==> src/rtl/tl_tx_arbiter_pkg.sv <==
// Shared types and helpers for the transaction-layer TX arbiter:
// memory request header layout, credit/beat sizing and FSM states.
package tl_tx_arbiter_pkg;

    localparam int unsigned TLP_DATA_W = 256;
    localparam int unsigned TLP_HDR_W  = 128;

    // One data credit is 4DW, one stream beat is 8DW.
    localparam logic [10:0] CREDIT_DW = 11'd4;
    localparam logic [10:0] BEAT_DW   = 11'd8;

    // DW0 sits in the low 32 bits so the header drops straight into beat[127:0].
    typedef struct packed {
        logic [31:0] addr_l;
        logic [31:0] addr_h;
        logic [15:0] req_id;
        logic [7:0]  tag;
        logic [3:0]  last_be;
        logic [3:0]  first_be;
        logic [2:0]  fmt;
        logic [4:0]  typ;
        logic        t9;
        logic [2:0]  tc;
        logic        t8;
        logic        attr2;
        logic        ln;
        logic        th;
        logic        td;
        logic        ep;
        logic [1:0]  attr;
        logic [1:0]  at;
        logic [1:0]  length_h;
        logic [7:0]  length_l;
    } tlp_memory_req_hdr_t;

    typedef enum logic [1:0] {
        ST_IDLE = 2'd0,
        ST_HDR  = 2'd1,
        ST_DATA = 2'd2
    } tx_arb_state_t;

    // A zero length field encodes the 1024DW maximum.
    function automatic logic [10:0] hdr_len_dw(input tlp_memory_req_hdr_t hdr);
        logic [9:0] raw;
        raw = {hdr.length_h, hdr.length_l};
        return (raw == 10'd0) ? 11'd1024 : {1'b0, raw};
    endfunction

    function automatic logic [8:0] hdr_pd_need(input tlp_memory_req_hdr_t hdr);
        return 9'((hdr_len_dw(hdr) + CREDIT_DW - 11'd1) / CREDIT_DW);
    endfunction

    function automatic logic [7:0] hdr_beats(input tlp_memory_req_hdr_t hdr);
        return 8'((hdr_len_dw(hdr) + BEAT_DW - 11'd1) / BEAT_DW);
    endfunction

endpackage

==> src/rtl/tl_tx_arbiter_if.sv <==
// TLP beat stream towards the data link layer: sop/eop framed 256-bit
// beats with a valid/ready handshake.
interface tl_tx_arbiter_if;
    import tl_tx_arbiter_pkg::*;

    logic                  tlp_valid;
    logic [TLP_DATA_W-1:0] tlp_data;
    logic                  tlp_sop;
    logic                  tlp_eop;
    logic                  tlp_ready;

    modport master (
        output tlp_valid,
        output tlp_data,
        output tlp_sop,
        output tlp_eop,
        input  tlp_ready
    );

    modport slave (
        input  tlp_valid,
        input  tlp_data,
        input  tlp_sop,
        input  tlp_eop,
        output tlp_ready
    );

endinterface

==> src/rtl/tl_fc_credit_chk.sv <==
// Flow-control credit tracker for one credit type: cumulative consumed
// counter and the modulo-2^W "enough credit" compare.
module tl_fc_credit_chk #(
    parameter int unsigned W = 8
) (
    input  logic         clk,
    input  logic         rst_n,
    input  logic [W-1:0] limit_i,
    input  logic [W-1:0] need_i,
    input  logic         consume_i,
    output logic         ok_o
);

    localparam logic [W-1:0] HALF = {1'b1, {(W-1){1'b0}}};

    logic [W-1:0] consumed_q;
    logic [W-1:0] consumed_d;
    logic [W-1:0] slack_s;

    // Credit compare and next consumed count; both wrap at 2^W by design.
    always_comb begin
        slack_s = limit_i - (consumed_q + need_i);
        ok_o    = (slack_s <= HALF);
        if (consume_i) begin
            consumed_d = consumed_q + need_i;
        end else begin
            consumed_d = consumed_q;
        end
    end

    // Consumed counter register.
    always_ff @(posedge clk) begin
        if (!rst_n) begin
            consumed_q <= {W{1'b0}};
        end else begin
            consumed_q <= consumed_d;
        end
    end

endmodule

==> src/rtl/tl_tx_arbiter.sv <==
// TX arbiter: picks posted or non-posted work under credit and ordering
// rules and streams each TLP (header beat, then payload beats) to the DLL.
module tl_tx_arbiter
    import tl_tx_arbiter_pkg::*;
#(
    parameter int unsigned TX_DEPTH_LG2 = 3,
    parameter int unsigned PH_W         = 8,
    parameter int unsigned PD_W         = 12
) (
    input  logic                    clk,
    input  logic                    rst_n,
    input  logic                    p_hdr_empty_i,
    input  logic [TLP_HDR_W-1:0]    p_hdr_rdata_i,
    output logic                    p_hdr_rden_o,
    input  logic                    p_data_empty_i,
    input  logic [TLP_DATA_W-1:0]   p_data_rdata_i,
    output logic                    p_data_rden_o,
    input  logic [TX_DEPTH_LG2-1:0] p_payload_cnt_i,
    output logic                    p_sent_o,
    input  logic                    np_hdr_empty_i,
    input  logic [TLP_HDR_W-1:0]    np_hdr_rdata_i,
    output logic                    np_hdr_rden_o,
    input  logic                    fc_valid_i,
    input  logic [PH_W-1:0]         fc_ph_limit_i,
    input  logic [PD_W-1:0]         fc_pd_limit_i,
    input  logic [PH_W-1:0]         fc_nph_limit_i,
    tl_tx_arbiter_if.master         tlp_if
);

    tx_arb_state_t       state_q;
    tlp_memory_req_hdr_t hdr_q;
    logic                is_p_q;
    logic [7:0]          beat_cnt_q;

    tlp_memory_req_hdr_t p_hdr_s;
    logic [PH_W-1:0]     h_need_s;
    logic [PD_W-1:0]     pd_need_s;
    logic                ph_ok_s;
    logic                pd_ok_s;
    logic                nph_ok_s;
    logic                p_elig_s;
    logic                np_elig_s;
    logic                grant_p_s;
    logic                grant_np_s;

    logic                  tlp_valid_s;
    logic [TLP_DATA_W-1:0] tlp_data_s;
    logic                  tlp_sop_s;
    logic                  tlp_eop_s;

    assign p_hdr_s   = p_hdr_rdata_i;
    assign h_need_s  = {{(PH_W-1){1'b0}}, 1'b1};
    assign pd_need_s = {{(PD_W-9){1'b0}}, hdr_pd_need(p_hdr_s)};

    // NP is held back whenever any P header is queued, credit-blocked or not.
    always_comb begin
        p_elig_s   = fc_valid_i & ~p_hdr_empty_i
                   & (p_payload_cnt_i != {TX_DEPTH_LG2{1'b0}}) & ph_ok_s & pd_ok_s;
        np_elig_s  = fc_valid_i & ~np_hdr_empty_i & p_hdr_empty_i & nph_ok_s;
        grant_p_s  = (state_q == ST_IDLE) & p_elig_s;
        grant_np_s = (state_q == ST_IDLE) & ~p_elig_s & np_elig_s;
    end

    tl_fc_credit_chk #(.W(PH_W)) u_ph_chk (
        .clk       (clk),
        .rst_n     (rst_n),
        .limit_i   (fc_ph_limit_i),
        .need_i    (h_need_s),
        .consume_i (grant_p_s),
        .ok_o      (ph_ok_s)
    );

    tl_fc_credit_chk #(.W(PD_W)) u_pd_chk (
        .clk       (clk),
        .rst_n     (rst_n),
        .limit_i   (fc_pd_limit_i),
        .need_i    (pd_need_s),
        .consume_i (grant_p_s),
        .ok_o      (pd_ok_s)
    );

    tl_fc_credit_chk #(.W(PH_W)) u_nph_chk (
        .clk       (clk),
        .rst_n     (rst_n),
        .limit_i   (fc_nph_limit_i),
        .need_i    (h_need_s),
        .consume_i (grant_np_s),
        .ok_o      (nph_ok_s)
    );

    // Arbitration FSM: grant latches the header, HDR emits it, DATA streams payload.
    always_ff @(posedge clk) begin
        if (!rst_n) begin
            state_q    <= ST_IDLE;
            hdr_q      <= '0;
            is_p_q     <= 1'b0;
            beat_cnt_q <= 8'd0;
        end else begin
            case (state_q)
                ST_IDLE: begin
                    if (grant_p_s) begin
                        hdr_q   <= p_hdr_rdata_i;
                        is_p_q  <= 1'b1;
                        state_q <= ST_HDR;
                    end else if (grant_np_s) begin
                        hdr_q   <= np_hdr_rdata_i;
                        is_p_q  <= 1'b0;
                        state_q <= ST_HDR;
                    end else begin
                        state_q <= ST_IDLE;
                    end
                end
                ST_HDR: begin
                    if (tlp_if.tlp_ready) begin
                        if (is_p_q) begin
                            beat_cnt_q <= hdr_beats(hdr_q) - 8'd1;
                            state_q    <= ST_DATA;
                        end else begin
                            state_q <= ST_IDLE;
                        end
                    end else begin
                        state_q <= ST_HDR;
                    end
                end
                ST_DATA: begin
                    if (!p_data_empty_i && tlp_if.tlp_ready) begin
                        if (beat_cnt_q == 8'd0) begin
                            state_q <= ST_IDLE;
                        end else begin
                            beat_cnt_q <= beat_cnt_q - 8'd1;
                        end
                    end else begin
                        state_q <= ST_DATA;
                    end
                end
                default: begin
                    state_q <= ST_IDLE;
                end
            endcase
        end
    end

    // Beat framing and FIFO pops decoded from the registered state.
    always_comb begin
        tlp_valid_s   = 1'b0;
        tlp_data_s    = {TLP_DATA_W{1'b0}};
        tlp_sop_s     = 1'b0;
        tlp_eop_s     = 1'b0;
        p_hdr_rden_o  = 1'b0;
        np_hdr_rden_o = 1'b0;
        p_data_rden_o = 1'b0;
        p_sent_o      = 1'b0;
        case (state_q)
            ST_HDR: begin
                tlp_valid_s   = 1'b1;
                tlp_sop_s     = 1'b1;
                tlp_eop_s     = ~is_p_q;
                tlp_data_s    = {{(TLP_DATA_W-TLP_HDR_W){1'b0}}, hdr_q};
                p_hdr_rden_o  = tlp_if.tlp_ready & is_p_q;
                np_hdr_rden_o = tlp_if.tlp_ready & ~is_p_q;
            end
            ST_DATA: begin
                tlp_valid_s   = ~p_data_empty_i;
                tlp_data_s    = p_data_rdata_i;
                tlp_eop_s     = (beat_cnt_q == 8'd0);
                p_data_rden_o = ~p_data_empty_i & tlp_if.tlp_ready;
                p_sent_o      = ~p_data_empty_i & tlp_if.tlp_ready & (beat_cnt_q == 8'd0);
            end
            default: begin
                tlp_valid_s = 1'b0;
            end
        endcase
    end

    assign tlp_if.tlp_valid = tlp_valid_s;
    assign tlp_if.tlp_data  = tlp_data_s;
    assign tlp_if.tlp_sop   = tlp_sop_s;
    assign tlp_if.tlp_eop   = tlp_eop_s;

endmodule

==> src/flat_wrapper.sv <==
// flat-port wrapper written by rule: the top's interface ports become plain ports
module tl_tx_arbiter_flat import tl_tx_arbiter_pkg::*;
#(
    parameter int unsigned TX_DEPTH_LG2 = 3,
    parameter int unsigned PH_W         = 8,
    parameter int unsigned PD_W         = 12
)
  (clk, rst_n, p_hdr_empty_i, p_hdr_rdata_i, p_hdr_rden_o, p_data_empty_i, p_data_rdata_i, p_data_rden_o, p_payload_cnt_i, p_sent_o, np_hdr_empty_i, np_hdr_rdata_i, np_hdr_rden_o, fc_valid_i, fc_ph_limit_i, fc_pd_limit_i, fc_nph_limit_i, tlp_if_tlp_valid, tlp_if_tlp_data, tlp_if_tlp_sop, tlp_if_tlp_eop, tlp_if_tlp_ready);
  tl_tx_arbiter_if tlp_if_i ();
  input  logic clk;
  input  logic rst_n;
  input  logic p_hdr_empty_i;
  input  logic [TLP_HDR_W-1:0] p_hdr_rdata_i;
  output logic p_hdr_rden_o;
  input  logic p_data_empty_i;
  input  logic [TLP_DATA_W-1:0] p_data_rdata_i;
  output logic p_data_rden_o;
  input  logic [TX_DEPTH_LG2-1:0] p_payload_cnt_i;
  output logic p_sent_o;
  input  logic np_hdr_empty_i;
  input  logic [TLP_HDR_W-1:0] np_hdr_rdata_i;
  output logic np_hdr_rden_o;
  input  logic fc_valid_i;
  input  logic [PH_W-1:0] fc_ph_limit_i;
  input  logic [PD_W-1:0] fc_pd_limit_i;
  input  logic [PH_W-1:0] fc_nph_limit_i;
  output wire logic [$bits(tlp_if_i.tlp_valid)-1:0] tlp_if_tlp_valid;
  output wire logic [$bits(tlp_if_i.tlp_data)-1:0] tlp_if_tlp_data;
  output wire logic [$bits(tlp_if_i.tlp_sop)-1:0] tlp_if_tlp_sop;
  output wire logic [$bits(tlp_if_i.tlp_eop)-1:0] tlp_if_tlp_eop;
  input wire logic [$bits(tlp_if_i.tlp_ready)-1:0] tlp_if_tlp_ready;
  assign tlp_if_tlp_valid = tlp_if_i.tlp_valid;
  assign tlp_if_tlp_data = tlp_if_i.tlp_data;
  assign tlp_if_tlp_sop = tlp_if_i.tlp_sop;
  assign tlp_if_tlp_eop = tlp_if_i.tlp_eop;
  assign tlp_if_i.tlp_ready = tlp_if_tlp_ready;
  tl_tx_arbiter #(.TX_DEPTH_LG2(TX_DEPTH_LG2), .PH_W(PH_W), .PD_W(PD_W)) u_core (.clk(clk), .rst_n(rst_n), .p_hdr_empty_i(p_hdr_empty_i), .p_hdr_rdata_i(p_hdr_rdata_i), .p_hdr_rden_o(p_hdr_rden_o), .p_data_empty_i(p_data_empty_i), .p_data_rdata_i(p_data_rdata_i), .p_data_rden_o(p_data_rden_o), .p_payload_cnt_i(p_payload_cnt_i), .p_sent_o(p_sent_o), .np_hdr_empty_i(np_hdr_empty_i), .np_hdr_rdata_i(np_hdr_rdata_i), .np_hdr_rden_o(np_hdr_rden_o), .fc_valid_i(fc_valid_i), .fc_ph_limit_i(fc_ph_limit_i), .fc_pd_limit_i(fc_pd_limit_i), .fc_nph_limit_i(fc_nph_limit_i), .tlp_if(tlp_if_i));
endmodule
==> config.mk <==
export PLATFORM = sky130hd
export DESIGN_NAME = tl_tx_arbiter_flat
export DESIGN_NICKNAME = d
export VERILOG_FILES = /design/src/rtl/tl_tx_arbiter_pkg.sv /design/src/rtl/tl_tx_arbiter_if.sv /design/src/rtl/tl_fc_credit_chk.sv /design/src/rtl/tl_tx_arbiter.sv /design/src/flat_wrapper.sv
export SDC_FILE = /design/constraint.sdc
export NUM_CORES = 1
export LEC_CHECK = 0
export CELL_PAD_IN_SITES_DETAIL_PLACEMENT = 1
export CELL_PAD_IN_SITES_GLOBAL_PLACEMENT = 1
export CORE_AREA = 2 2 321 323
export DETAILED_ROUTE_END_ITERATION = 16
export DIE_AREA = 0 0 323 325
export PLACE_DENSITY_LB_ADDON = 0.1
export REMOVE_ABC_BUFFERS = 1
export SLEW_MARGIN = 5
export SYNTH_ARGS = -nofsm -noshare
export SYNTH_HDL_FRONTEND = slang
export SYNTH_SLANG_ARGS = --single-unit
==> constraint.sdc <==
create_clock -name clk -period 6.2 [get_ports clk]
set_clock_uncertainty 0.15 [all_clocks]
set_input_delay 1.24 -clock clk [delete_from_list [all_inputs] [get_ports clk]]
set_output_delay 1.24 -clock clk [all_outputs]
set_load 0.05 [all_outputs]
# After elaboration in Yosys (flattened, before gate mapping)
# Index checks and enable logic that the tools add are counted.
# op_classes
n_addsub	12
magnitude_cmp	3
n_eq_ne	7
muxes	26
bitwise_logic	19
reduce_logical	11
# op_table
cell	count
256-bit one-hot mux with 2 select lines	1
128-bit 2-to-1 mux	2
8-bit 2-to-1 mux	4
11-bit 2-to-1 mux	2
11-bit by 1-bit subtractor with 11-bit output, second input constant	2
10-bit logical NOT	2
8-bit by 1-bit adder with 8-bit output, second input constant	2
8-bit less-or-equal comparator, second input constant	2
8-bit one-hot mux with 2 select lines	1
8-bit by 1-bit subtractor with 8-bit output, second input constant	2
8-bit subtractor	2
1-bit bitwise AND	14
12-bit by 9-bit adder with 12-bit output	1
12-bit less-or-equal comparator, second input constant	1
12-bit subtractor	1
11-bit by 3-bit adder with 11-bit output, second input constant	1
11-bit by 4-bit adder with 11-bit output, second input constant	1
2-bit 2-to-1 mux	5
8-bit logical NOT	1
1-bit 2-to-1 mux	8
2-bit one-hot mux with 3 select lines	1
1-bit inverter	5
5-bit AND reduction	1
2-bit by 1-bit != test with 1-bit output, second input constant	2
11 further kinds	14
# totals
reg_bits	167
output_inout_bits	263
elab_cells	104

# Longest topological paths before layout
# Gate-level depths: netlist of run 1.
# depth
depth_word	14
ltp_mapped	23

# Hierarchy
# A second synthesis of run 1 with hierarchy kept.
# unflattened
hier_cells	1583
area_unflattened_um2	12607.1
# by_module_without_submodules
mod	n_inst	cells_per_inst	area_per_inst_um2
tl_tx_arbiter	1	1165	9122.5
tl_fc_credit_chk at u_core.u_nph_chk ...	2	109	948.4
tl_fc_credit_chk at u_core.u_pd_chk	1	200	1587.8

# Worst setup path before layout of run 1
# Ideal clock, no wire load.
# synth_path
kind	in2reg
from	input p_hdr_rdata_i[1]
to	register u_core.u_pd_chk.consumed_q[11]
setup_time_ns	0.070
arrival_time_ns	5.318
path_slack_ns	0.661
cell_stages	22
path_cell_list	nor2_1 > nor2b_1 > nor2_1 > ha_1 > fa_1 > a21o_1 > a21oi_1 > o21ai_0 > a31o_2 > a211oi_1 > or2_2 > xor2_1 > ha_1 > nand2b_1 > o22ai_1 > nor4_1 > o21ai_0 > nand4b_1 > o22a_4 > buf_6 > or4_1 > a21oi_1
# synth_between
elab_chain_len	9
# synth_lines
item	line_no	source
start: declaration	flat_wrapper.sv:13	input logic [TLP_HDR_W-1:0] p_hdr_rdata_i;
10-bit logical NOT	tl_tx_arbiter_pkg.sv:46	return (raw == 10'd0) ? 11'd1024 : {1'b0, raw};
11-bit 2-to-1 mux *	tl_tx_arbiter_pkg.sv:46	
11-bit by 3-bit adder with 11-bit output *	tl_tx_arbiter_pkg.sv:50	return 9'((hdr_len_dw(hdr) + CREDIT_DW - 11'd1) / CREDIT_DW);
11-bit by 1-bit subtractor with 11-bit output *	tl_tx_arbiter_pkg.sv:50	
12-bit by 9-bit adder with 12-bit output *	tl_fc_credit_chk.sv:22, tl_fc_credit_chk.sv:25	
12-bit subtractor	tl_fc_credit_chk.sv:22	slack_s = limit_i - (consumed_q + need_i);
12-bit less-or-equal comparator	tl_fc_credit_chk.sv:23	ok_o = (slack_s <= HALF);
1-bit bitwise AND	tl_tx_arbiter.sv:58	& (p_payload_cnt_i != {TX_DEPTH_LG2{1'b0}}) & ph_ok_s & pd_ok_s;
1-bit bitwise AND	tl_tx_arbiter.sv:60	grant_p_s = (state_q == ST_IDLE) & p_elig_s;
end signal: assignment	tl_fc_credit_chk.sv:34	consumed_q <= {W{1'b0}};
end signal: assignment	tl_fc_credit_chk.sv:36	consumed_q <= consumed_d;
end: declaration	tl_fc_credit_chk.sv:16	logic [W-1:0] consumed_q;
# Every way passes the cells marked *; elsewhere a longest branch is shown, timed or not.
# A chain may end at the register's enable or synchronous reset.

# Worst setup path in the final report of run 1
# layout_path
from	input p_hdr_rdata_i[2]
to	register u_core.hdr_q[50] (netlist name)
# layout_between
elab_chain_len	13
elab_cells_between_ends	15
# layout_lines
item	line_no	source
10-bit logical NOT	tl_tx_arbiter_pkg.sv:46	
11-bit 2-to-1 mux *	tl_tx_arbiter_pkg.sv:46	
11-bit by 3-bit adder with 11-bit output *	tl_tx_arbiter_pkg.sv:50	
11-bit by 1-bit subtractor with 11-bit output *	tl_tx_arbiter_pkg.sv:50	
12-bit by 9-bit adder with 12-bit output *	tl_fc_credit_chk.sv:22	
12-bit subtractor *	tl_fc_credit_chk.sv:22	
12-bit less-or-equal comparator *	tl_fc_credit_chk.sv:23	
1-bit bitwise AND *	tl_tx_arbiter.sv:58	
1-bit inverter	tl_tx_arbiter.sv:61	grant_np_s = (state_q == ST_IDLE) & ~p_elig_s & np_elig_s;
1-bit bitwise AND (2 in series)	tl_tx_arbiter.sv:61	
2-bit nonzero test (no line)	n/a	
2-bit AND reduction (no line)	n/a	
end signal: assignment	tl_tx_arbiter.sv:102	hdr_q <= p_hdr_rdata_i;
end signal: assignment	tl_tx_arbiter.sv:106	hdr_q <= np_hdr_rdata_i;
end: declaration	tl_tx_arbiter.sv:31	tlp_memory_req_hdr_t hdr_q;
# Marks and branches as above.

==> results of run 1 <==
-- layout make-up --
class	instances	share of cell area, %
Antenna cell	9	0.0920
Clock buffer	18	1.75
Clock inverter	14	0.578
Inverter	28	0.460
Multi-Input combinational cell	1193	37.9
Sequential cell	167	13.7
Tap cell	1368	6.99
Timing Repair Buffer	927	38.6
-- Yosys cell counts, types with 4 or more instances --
cell	n	share of area, %
xor2_1	19	1.2
nand2_1	23	0.64
o21a_1	7	0.39
mux2i_1	133	9.9
a22oi_1	128	7.2
nand3_1	13	0.49
and3_1	7	0.33
buf_6	20	1.7
inv_1	27	0.76
ha_1	41	3.8
buf_1	10	0.28
xnor2_1	34	2.2
o31ai_1	46	2.6
o21ai_0	20	0.75
a21oi_1	49	1.8
o31ai_2	99	9.3
o211ai_1	6	0.34
dfxtp_1	167	25
clkbuf_1	103	2.9
a21boi_0	6	0.34
or4_1	9	0.50
a211oi_1	7	0.39
fa_1	4	0.60
nor4_1	5	0.23
a21o_1	7	0.39
nor3b_1	4	0.22
nor2b_1	136	6.4
and2_1	130	6.1
nor3_1	11	0.41
nand4_1	130	6.1
nand2b_1	6	0.28
nor2_1	55	1.5
buf_4	5	0.28
buf_2	18	0.67
-- worst reg2reg max path: stages, from the launching register on --
cell and delay [ns]:
dfxtp_1 0.34, ha_1 0.24, fa_2 0.38, a21o_1 0.18, a21oi_2 0.17, o21ai_0 0.14, a31o_2 0.30, a211oi_1 0.24
or2_2 0.17, xor2_1 0.17, ha_1 0.27, nand2b_1 0.10, o22ai_1 0.10, nor4_1 0.19, o21ai_0 0.11, nand4b_1 0.28
o22a_4 0.33, nor2_4 0.14, buf_4 0.15, buf_12 0.15, buf_12 0.16, buf_6 0.16, o31ai_1 0.09
-- logic make-up (layout without fill, tap and decap cells) --
kind of cell	count (synthesis)	after routing
AND/OR/NAND/NOR	547	547
buffers and inverters	184	987
adder cells (fa/ha/maj)	45	45
AO/OA/AOI/OAI	413	413
XOR/XNOR	53	53
flip-flops	167	167
other	0	9
multiplexers	135	135
-- metal layers --
layer / part of all wire (%) / routed length (microns) / vias to the layer above / global-route usage, %
met1: 38 / 37900 / 7740 / 19.3
met4: 3.4 / 3380 / 30 / 6.63
met3: 5.6 / 5530 / 101 / 4.64
met2: 52 / 51500 / 476 / 33.0
met5: 0.23 / 228 / - / 0
li1: - / - / 7374 / -
-- through the flow --
| stage | hold WS (ns) | cell area [sq um] |
|---|---|---|
| after floorplan | 0.262 | 12600 |
| after detailed placement | 0.286 | 23500 |
| final | 0.293 | 24500 |
| after global routing | 0.335 | 24500 |
| after global placement | 0.283 | 23500 |
| after CTS | 0.297 | 24100 |
-- power groups by stage --
stage / logic, mW / registers, mW / clock network [mW]
floorplan: 0.410 / 1.17 / 0
finish: 1.05 / 1.17 / 1.14
CTS: 1.04 / 1.17 / 1.22
global placement: 1.03 / 1.19 / 0
detailed placement: 1.03 / 1.19 / 0
global route: 1.14 / 1.17 / 1.25
-- how the worst max path moves through the flow --
| stage | depth (start not counted) | endpoint | slack (ns) |
|---|---|---|---|
| CTS | 24 | u_core.hdr_q[34] | 0.07 |
| global route | 26 | u_core.u_pd_chk.consumed_q[9] | -0.02 |
| finish | 25 | u_core.hdr_q[50] | 0.24 |
| detailed placement | 24 | u_core.hdr_q[34] | -0.48 |
| global placement | 25 | u_core.hdr_q[114] | -0.41 |
| floorplan | 21 | u_core.u_ph_chk.consumed_q[0] | -3.46 |
-- flip-flops by register name, summed over array words and instances (netlist names) --
signal                       count
u_core.u_nph_chk.consumed_q      8
u_core.beat_cnt_q                8
u_core.state_q                   2
u_core.hdr_q                   128
u_core.u_ph_chk.consumed_q       8
u_core.u_pd_chk.consumed_q      12
u_core.is_p_q                    1
-- what timing repair did --
item / 4_1_cts / 5_1_grt
setup endpoints to repair: 0 / 150
buffers inserted: 0 / 8
hold buffers: 0 / 0
gates resized for setup: 0 / 27
==> reports/summary.md, run 1 <==
Cells with a size suffix above 1 make up 12.1% of the layout. Counting both buffers and inverters, the worst setup path holds a total of 6. The total overflow left after global routing is 0. In the synthesized netlist the dominant register cell turns out to be dfxtp_1. The first-pass GRT wire length was 133 mm; the setup slack of the critical path after layout was 0.240 ns. The internal portion of the total power is 2.27 mW. The worst pin sits at a relative slew slack of 26.3%.

For the slack of the worst reg-to-reg path, the log shows 1.40 ns. CTS saw 167 sinks. The maximum resistive drop on vdd came out at 0.000178 V. Number of warning messages in the yosys log: 0. For this design the static power due to leakage is 8.86 nW. The worst-case reg-to-reg path depth was 22; the number of stages on the worst hold path was 2.

For the number of maximum-capacitance constraint violations, the log shows 0. The worst-margin pin slew was 1.10 ns; the die extent in x was 323 microns. The class of the most critical hold timing path is reg2reg. The average size of a mapped cell was 8.67 sq um. Sequential cells account for 34.8% of the total power.

Adding up every negative setup slack in the final design gives 0 ns. Clock tree synthesis inserted a total of 17 buffers. The global placement routability congestion was 0.849. Leaving out fill and tap cells, the most frequent cells in the layout are 809 x clkdlybuf4s50_1, 167 x dfxtp_1, 135 x nor2b_1. TritonCTS built the clock tree.

The largest family of logic cells by synthesized area is compound AO/OA/AOI/OAI gates. The count of nets left with antenna violations once routing finished came out at 0. At the worst endpoint, the required time is 6.43 ns.

The die is 325 microns tall. The count of unique library cells instantiated by Yosys was 72; the net switching fraction of the power was 32.5%. The synthesized design contains 0 enable-type register cells.

The die covers 105,000 sq um. The final route contains 15.7k vias. Number of pins with negative max-slew slack in the final report: 0.

813 I/O pins were placed. The number of fillers in the final layout was 11.7k; the share of the yosys chip area belonging to registers was 25.0%. The final critical path takes up 96.1% of the cycle. Row generation in the floorplan step produced 117 rows.

The count of buffers added on input and output ports is 812. The worst setup path is captured at a flop. The largest individual stage delay along the critical path comes from the cell clkdlybuf4s50_1.

Cell type group with the largest total delay on the critical path: compound AO/OA/AOI/OAI gates. The logs give 1,544 for the cell count after synthesis and 98.5 mm for the total wire length after detailed routing. Power density relative to cell area: 137 nW/um^2. In this run the standard cell core region covers 101,000 sq um. For this run, the post-layout net count is 2,929.

The share of the synthesized area in compound gates (AO/OA/AOI/OAI) was 26.1%. The fraction of registers with async set/reset is 0%. Count of H-tree levels built during CTS: 4. Global routing consumed, over all layers together, 17.9% of the routing resources. Clock input transition at the sequential cells of the worst setup and hold paths: 0.09 ns. Summing all multi-input logic gate instances after layout gives 9280 sq um. In this run, the number of DRC markers left after iteration 0 of detailed routing was 619. The worst setup slack before clock tree synthesis is -0.484 ns. From synthesis to final layout, the design area changed by 82.9%. The switching component of the power was 1.09 mW. The worst setup path is of the in2reg kind.

The via count of the first global-routing pass is 16.9k. The path with the worst hold slack has its endpoint at u_core.beat_cnt_q[7]. The clock passes through at most 2 buffers. In this run the clock root is driven by a clkbuf_16.

At the later pin of the worst-skew pair, clock insertion delay measures 0.49 ns. The initial cell density of the core is 13.2%. Utilization of the core after routing: 24.2%.

Synthesis inferred 167 register bits. The final hold violation count is 0. The library cell used most frequently in the layout, excluding fill and tap cells, is clkdlybuf4s50_1. Dividing the detail-routed via count by the number of cells gives 4.22.

After detailed routing, the average wire length per cell comes to 26.5 microns. The run finished with clean final reports. For this run, design rule violations remaining after detail routing come to 0. The xor/xnor share of the synthesized area is 3.47%. Share of total power in combinational logic: 31.2%. Worst flop-to-flop path endpoint: u_core.hdr_q[50]. For the worst setup path, the data arrival time is 6.19 ns. The final period demand of the worst path works out to 5.96 ns. The portion of synthesized area spent on multiplexers is 10.1%. For the number of antenna violations at the first check in global routing, the log shows 25. Number of iterations in the first detailed-routing pass: 5. The largest stage delay on the critical path was 0.45 ns; the share of synthesized cell area in and, or, nand and nor gates was 24.3%. Summing internal, switching and leakage power gives 3.36 mW. Worst flop-to-flop path startpoint: u_core.u_pd_chk.consumed_q[0]. The fraction of the mapped netlist area in adder cells is 4.43%, and the part of the power in the clock network is 34.0%.

Static timing analysis puts the maximum clock frequency at 168 MHz. In the final layout, flip-flops and latches occupy 3340 sq um. Placed instance count: 3,667.

Entering global routing, the biggest net connects 105 pins. In this run the most critical hold path is launched from u_core.beat_cnt_q[7]. The cell area that synthesis handed to floorplanning was 13,400 sq um.

The finished layout holds 3,724 standard cells, fillers aside. STA classifies the critical path startpoint as an input pin. The startpoint of the worst setup timing path is p_hdr_rdata_i[2]. Setup violations remaining at the end of the flow were counted as 0. The HPWL after detailed placement is 78.2 mm.

Along the worst path, the maximum fanout reaches 7.
(Power assumes the default switching activity.)
==> inputs of run 2 (changes only) <==
- CORE_AREA: 2 2 321 323 -> 2 2 314 316
- DIE_AREA: 0 0 323 325 -> 0 0 316 318
- MAX_ROUTING_LAYER: default -> met4
- SLEW_MARGIN: 5 -> default
- SYNTH_HIERARCHICAL: default -> 1
==> reports/summary.md, run 2 <==
TritonCTS built the clock tree. The remaining routing DRC violations came out at 0. Maximum number of pins on one net before global-route repair: 92. After synthesis the netlist holds a flip-flop and latch count of 167.

Count of H-tree levels built during CTS: 4. In this run switching power makes up 36.9% of total power. The arrival time of the worst setup path came out at 6.45 ns. More flip-flops sit in one register than any other, and that register is u_core/hdr_q. 813 I/O pins were placed. Leaving out fill and tap cells, the most frequent cells in the layout are 804 x clkdlybuf4s50_1, 251 x a22oi_1, 167 x dfxtp_1. The routed length per instance is 26.0 microns, and the xor/xnor share of the synthesized area is 3.91%. The largest registers in the layout are u_core/hdr_q (128), u_core/u_pd_chk/consumed_q (12).

The most common library cell in the layout ignoring fill and taps is clkdlybuf4s50_1. Highest signal layer in the routed design: met4. Largest family of logic cells by synthesized area: compound AO/OA/AOI/OAI gates.

Across all layers, the routed design uses 15.6k vias. The core region is 97,400 sq um. For the met2 wire length, the log shows 53.3 mm. Counting every sink on the clock net gives 167. The synthesized netlist devotes 31.5% of its cell area to compound gates.

In this run the worst hold path is classified as reg2reg. In the final design database the tool counted 3,067 nets. Among all flip-flop cells after synthesis, the most frequent one is dfxtp_1. Using the TritonRoute via totals, the vias-per-cell ratio works out to 4.14. Subtracting the final worst setup slack from the clock period gives 6.23 ns. The tools report the part of the power in the clock network as 28.2%. The finished cells cover 25,100 sq um. For the worst-skew pair, the clock arrives at the later sink with an insertion delay of 0.50 ns. Counting flops with a built-in enable in the synthesized netlist gives 0. The root buffer cell chosen for the clock tree is clkbuf_16. Sort of element at the end of the critical path: a flop. The final hold violation count is 0. Summing the sequential cell areas from Yosys gives 26.5% of the chip area. In this run, the combinational gates consume 42.1% of the power.

The run gives 46 as the final count of negative-setup-slack endpoints. The endpoint required time on the critical path was 6.42 ns; the number of port buffers was 812. The total clock buffers created by CTS is 17. The final cycle utilization of the critical path was 100%. The top cell type by area accounts for 26.5% of the synthesized area. The average size of a mapped cell was 7.96 sq um. Number of iterations in the first detailed-routing pass: 6. For this configuration, the core starts out at a cell density of 12.9%.

The wire-length estimate of the detail-placed layout is 76.3 mm. The tightest slew margin relative to the limit is 24.5%, and the number of placement rows is 115. The maximum fanout along the worst path is 6, and the power density relative to cell area is 170 nW/um^2. The logs give 0 for the number of maximum-capacitance constraint violations and 100,000 sq um for the total die area.

Of the total synthesized cell area, the portion taken by AND, OR, NAND and NOR gates is 24.4%. In this run the power spent charging and discharging nets is 1.57 mW. Synthesis produced a netlist whose cell count is 1,583.

Yosys instantiated no cell more often than a22oi_1. The via count of the first global-routing pass was 16.5k. The flow ran to the end, but the final reports show violations.

In this run, post-CTS hold repair placed 0 buffers. The tools report the setup slack of the critical path after layout as -0.0275 ns. Derived from the worst setup path, the maximum achievable clock frequency is 161 MHz. The number of pins with negative max-slew slack in the final report was 0; the fraction of registers with async set/reset was 0%. The final reports fail on setup timing.

For this run, the share of the core covered by cells in the final layout is 25.8%. Once detail routing completed, the nets flagged for antenna violations numbered 0. The netlist uses 72 different library cells. The signed area change from the synthesized netlist to the final layout is 99.2%. In this run the cell area measured after placement is 23,000 sq um. The largest stage delay on the critical path came out at 0.54 ns. The most area-hungry cell type in the Yosys netlist is dfxtp_1.

After synthesis, the cell types taking the most area are dfxtp_1 27%, a22oi_1 15%, a21boi_1 7.8%. Flip-flop count of the largest register after layout: 128. Among all stages on the critical path, the largest delay is contributed by clkdlybuf4s50_1.

Global placement routability congestion: 0.865. The first routing iteration left 614 violations. Counting along the longest clock path gives a buffer depth of 2. Global routing consumed, over all layers together, 18.8% of the routing resources. The tools report the total wire length after detailed routing as 97.9 mm.

For the maximum resistive drop on vdd, the log shows 0.000184 V. The logs give 0 for the global-route congestion overflow total and 6 for the number of warning messages in the yosys log. The logs give 12,600 sq um for the cell area after synthesis and 5.61 mm for the routed wire length on met3.

The floorplan die height was 318 microns. After clock tree synthesis, the clock-pin slew on the worst setup and hold paths is 0.08 ns. STA classifies the critical path startpoint as an input pin. The share of cells above drive strength 1 is 15.4%.

Setup repair after global routing could not meet its margin everywhere. Sequential cells account for 29.7% of the total power. In the synthesized netlist, the cells that appear most often are 257 x a22oi_1, 167 x dfxtp_1, 155 x nand2_1, 147 x nor2b_1, 140 x and2_1. By startpoint and endpoint, the worst setup path is classified as in2reg.

Leaving out filler cells and counting taps, the final layout contains 3,767. Summed over all cells, the static leakage comes to 8.54 nW. The internal portion of the total power is 2.69 mW. The first global-routing pass estimated 129 mm of wire. After detailed routing, the wire length on met1 is 36.2 mm. The placed instance count is 3,685.

The die extent in x works out to 316 microns. The number of antenna violations at the first check in global routing was 17; the worst-margin pin slew was 1.13 ns. Of the post-synthesis cell area, the part taken by muxes is 1.67%.

Of the total synthesized cell area, the portion taken by full adders, half adders and majority gates is 6.41%.
## run 2: cell count changes in the layout (fill, tap and decap cells not counted), moves of 33 or more
cell / change
nand4_1: -126
a22oi_1: +123
mux2i_1: -112
a21boi_1: +104
o31ai_2: -99
nand2_2: +58
nand2_1: +41
o31ai_1: -39
nand2_4: +33
## run 2: path summary, 6_finish.rpt
kind	startpoint	end	slack, ns	cells past startpoint
max	p_hdr_rdata_i[7]	u_core/hdr_q[115]	-0.03	27
min reg2reg	u_core/beat_cnt_q[7]	u_core/beat_cnt_q[7]	0.29	2
min	u_core/beat_cnt_q[7]	u_core/beat_cnt_q[7]	0.29	2
max reg2reg	u_core/u_pd_chk/consumed_q[0]	u_core/hdr_q[115]	0.93	25
## run 2: worst max-delay path: cells and delay by family
family,cells,cell delay (ns)
AND/OR/NAND/NOR,10,1.97
AO/OA/AOI/OAI,8,1.17
XOR/XNOR,1,0.08
buffers and inverters,6,1.35
adder cells (fa/ha/maj),2,0.60
## run 2: kinds of logic after synthesis
| logic type | count (synthesis) |
|---|---|
| xor gates and xnor gates | 48 |
| adders and majority gates | 61 |
| AOI/OAI and AO/OA | 536 |
| DFF | 167 |
| other | 2 |
| buffers and inverters | 182 |
| muxes | 21 |
| and+or+nand+nor | 566 |
## run 2: final cells by class
| cell class | count | area (sq um) |
|---|---|---|
| fillers | 11300 | 72300 |
| repair buffers | 958 | 9740 |
| multi-input cells | 1255 | 9570 |
| flip-flops and latches | 167 | 3340 |
| well taps | 1287 | 1610 |
| clock buffers | 17 | 425 |
| inverters | 57 | 214 |
| clock inverters | 15 | 176 |
| diodes | 11 | 27.5 |
## run 2: power groups by stage
stage / combinational, mW / clock [mW] / sequential [mW]
2_1_floorplan: 0.739 / 0 / 1.24
3_3_place_gp: 1.52 / 0 / 1.27
3_5_place_dp: 1.54 / 0 / 1.27
4_1_cts: 1.66 / 1.27 / 1.25
5_1_grt: 1.95 / 1.29 / 1.28
6_report: 1.80 / 1.20 / 1.27
## run 2: metal layers
metal	GRT usage [%]	up-vias
met5	-	-
met4	5.71	0
met3	4.18	72
met2	35.0	501
met1	19.3	7596
li1	-	7409
## run 2: timing repair
action,CTS,global route
gates cloned,6,13
gates resized for setup,74,208
endpoints found under the setup margin,150,150
pin swaps,35,135
setup buffers,16,6
## run 2: per-stage QoR
step	setup WS [ns]	TNS (ns)	hold slack, ns	power (mW)
final	-0.0275	-0.457	0.288	4.26
after global routing	-0.254	-31.89	0.327	4.52
after CTS	0.00150	0	0.287	4.18
after detailed placement	-1.37	-188.89	0.271	2.81
after global placement	-1.29	-179.68	0.265	2.79
after floorplan	-18.28	-2651.02	0.258	1.98
==> inputs of run 3 (changes only) <==
- CORE_AREA: 2 2 314 316 -> 2 2 317 319
- CTS_BUF_LIST: default -> sky130_fd_sc_hd__clkbuf_2 sky130_fd_sc_hd__clkbuf_4 sky130_fd_sc_hd__clkbuf_8
- DIE_AREA: 0 0 316 318 -> 0 0 319 321
==> reports/summary.md, run 3 (synthesis gave the netlist of run 2 again) <==
Clock input transition at the sequential cells of the worst setup and hold paths: 0.11 ns. In this run the worst hold path is classified as reg2reg. The run finished with clean final reports. The run gives 3,083 as the net total in the final layout. For the number of iterations in the first detailed-routing pass, the log shows 4. STA classifies the critical path startpoint as an input pin. The detailed-route vias per instance was 4.12. The global placement routability congestion came out at 0.892. For the arrival time of the worst setup path, the log shows 6.45 ns.

The number of pins with negative max-slew slack in the final report was 0; the share of cells above drive strength 1 was 14.7%. Setup violations remaining at the end of the flow were counted as 0. Port buffering added 812 buffers. For the initial cell density of the core, the log shows 12.7%. The tightest slew margin relative to the limit came out at 41.7%. Dividing total power by cell area gives a power density of 160 nW/um^2. The slowest stage of the critical path is the or4_1 cell.

813 I/O pins were placed. The run gives 23,000 sq um as the post-place instance area. The clock network latency to the later pin of the worst-skew pair came out at 0.56 ns. The maximum fanout along the worst path is 7.

The number of buffers on the longest clock path was 2; the flip-flop count of the largest register after layout was 128. The logs give 0 for the global-route congestion overflow total and 6.50 ns for the endpoint required time on the critical path. For the number of maximum-capacitance constraint violations, the log shows 0.

Summing all non-filler instances in the final layout gives an area of 25,200 sq um. The register bank with the most flops is u_core/hdr_q. The tree built by TritonCTS fans out to 167 sinks. For the HPWL reported at the end of detailed placement, the log shows 77.1 mm. The die extent in x was 319 microns.

The number of antenna violations at the first check in global routing was 13; the number of nets with antenna violations after detailed routing was 0. The tools report the global router's overall resource usage as 18.3%. The count of H-tree levels built during CTS was 4. Based on the critical path, the design can be clocked at up to 163 MHz. The worst setup path is captured at a flop. The signed area change from the synthesized netlist to the final layout came out at 99.9%. The run gives 0.290 ns as the worst hold margin.

The die covers 102,000 sq um. Summed over all failing endpoints, the final setup total negative slack is 0 ns. For this run, design rule violations remaining after detail routing come to 0.

Setup repair after global routing could not meet its margin everywhere. After detailed routing, the average wire length per cell comes to 26.1 microns. The total clock buffers created by CTS came out at 17.

The run gives 129 mm as the first-pass GRT wire length. TritonCTS built the clock tree. The start-to-end type of the worst setup path is in2reg. The number of DRC markers after the initial detailed-route iteration was 613; the floorplan die height was 321 microns.

The via count of the first global-routing pass was 16.4k; the static power due to leakage was 8.58 nW. Leaving out fill and tap cells, the most frequent cells in the layout are 804 x clkdlybuf4s50_1, 240 x a22oi_1, 167 x dfxtp_1. For this run, the slowest stage of the critical path takes 0.47 ns.

Entering global routing, the biggest net connects 88 pins. In the final layout, the registers with the most flip-flops are u_core/hdr_q (128), u_core/u_pd_chk/consumed_q (12). The region available for standard cell placement spans 99,300 sq um. The run gives 4.04 mW as the post-route total power. After floorplanning, the core was divided into 116 placement rows.

IR analysis of the VDD net gives a maximum drop of 0.000117 V. By instance count, the cell type seen most on the critical path is buf_4. The worst-margin pin slew works out to 0.875 ns. For the total wire length after detailed routing, the log shows 98.9 mm.

Clock tree synthesis selected as its root buffer the cell clkbuf_8. The final cycle utilization of the critical path was 99.1%. The most common library cell in the layout ignoring fill and taps is clkdlybuf4s50_1.

OpenSTA, run right after detailed placement, puts the worst setup slack at -1.45 ns. The tools report the setup slack of the critical path after layout as 0.0557 ns. The clock period could shrink to 6.14 ns. The final hold violation count is 0, and the via count is 15.6k.
==> run 3: changes by cell type in the layout (fill, tap and decap cells not counted), sizes merged, moves of 2 or more <==
cell	change
buf	+12
clkbuf	+8
clkinvlp	+3
inv	-3
clkdlybuf4s15	-2
clkinv	-2
nor2	-2
==> run 3: where the power goes <==
group          internal [mW]  switching [mW]
logic                  0.985           0.848
clock network          0.388           0.552
registers               1.17          0.0915
total                   2.54            1.49
==> run 3: per-stage QoR <==
| stage | instances | util [%] |
|---|---|---|
| finish | 3794 | 25.4 |
| global route | 3794 | 25.4 |
| CTS | 3749 | 24.1 |
| detailed placement | 3696 | 23.2 |
| global placement | 3696 | 23.2 |
| floorplan | 1477 | - |
==> run 3: final timing paths <==
kind | from | to | slack [ns] | cells after the start
setup / recovery | p_hdr_rdata_i[0] | u_core/hdr_q[80] | 0.06 | 29
hold / removal | u_core/beat_cnt_q[7] | u_core/beat_cnt_q[7] | 0.29 | 2
setup reg to reg | u_core/u_pd_chk/consumed_q[0] | u_core/hdr_q[80] | 0.87 | 26
hold reg to reg | u_core/beat_cnt_q[7] | u_core/beat_cnt_q[7] | 0.29 | 2
==> run 3: final cells by class <==
type	count	area (sq um)
Fill cell	11500	74100
Timing Repair Buffer	976	10200
Multi-Input combinational cell	1253	9350
Sequential cell	167	3340
Tap cell	1298	1620
Clock buffer	18	248
Inverter	57	218
Clock inverter	14	181
Antenna cell	11	27.5
==> run 3: worst max-delay path: cells and delay by family <==
kind / cells / cell delay [ns]
xor gates and xnor gates: 2 / 0.28
adders and majority gates: 2 / 0.61
and+or+nand+nor: 12 / 1.94
buffers and inverters: 7 / 1.06
AOI/OAI and AO/OA: 6 / 1.27
==> run 3: layer usage <==
layer	global-route usage, %	part of all wire [%]	up-vias
met5	-	0	-
met4	4.21	1.9	0
met3	4.48	5.5	49
met2	34.3	54	465
met1	19.3	38	7689
li1	-	-	7435
==> run 3: repair_timing <==
item | 4_1_cts | 5_1_grt
hold buffers | 0 | 0
buffers inserted | 14 | 16
endpoints found under the setup margin | 150 | 149
pin swaps | 35 | 111
gates resized for setup | 68 | 166
gates cloned | 7 | 18
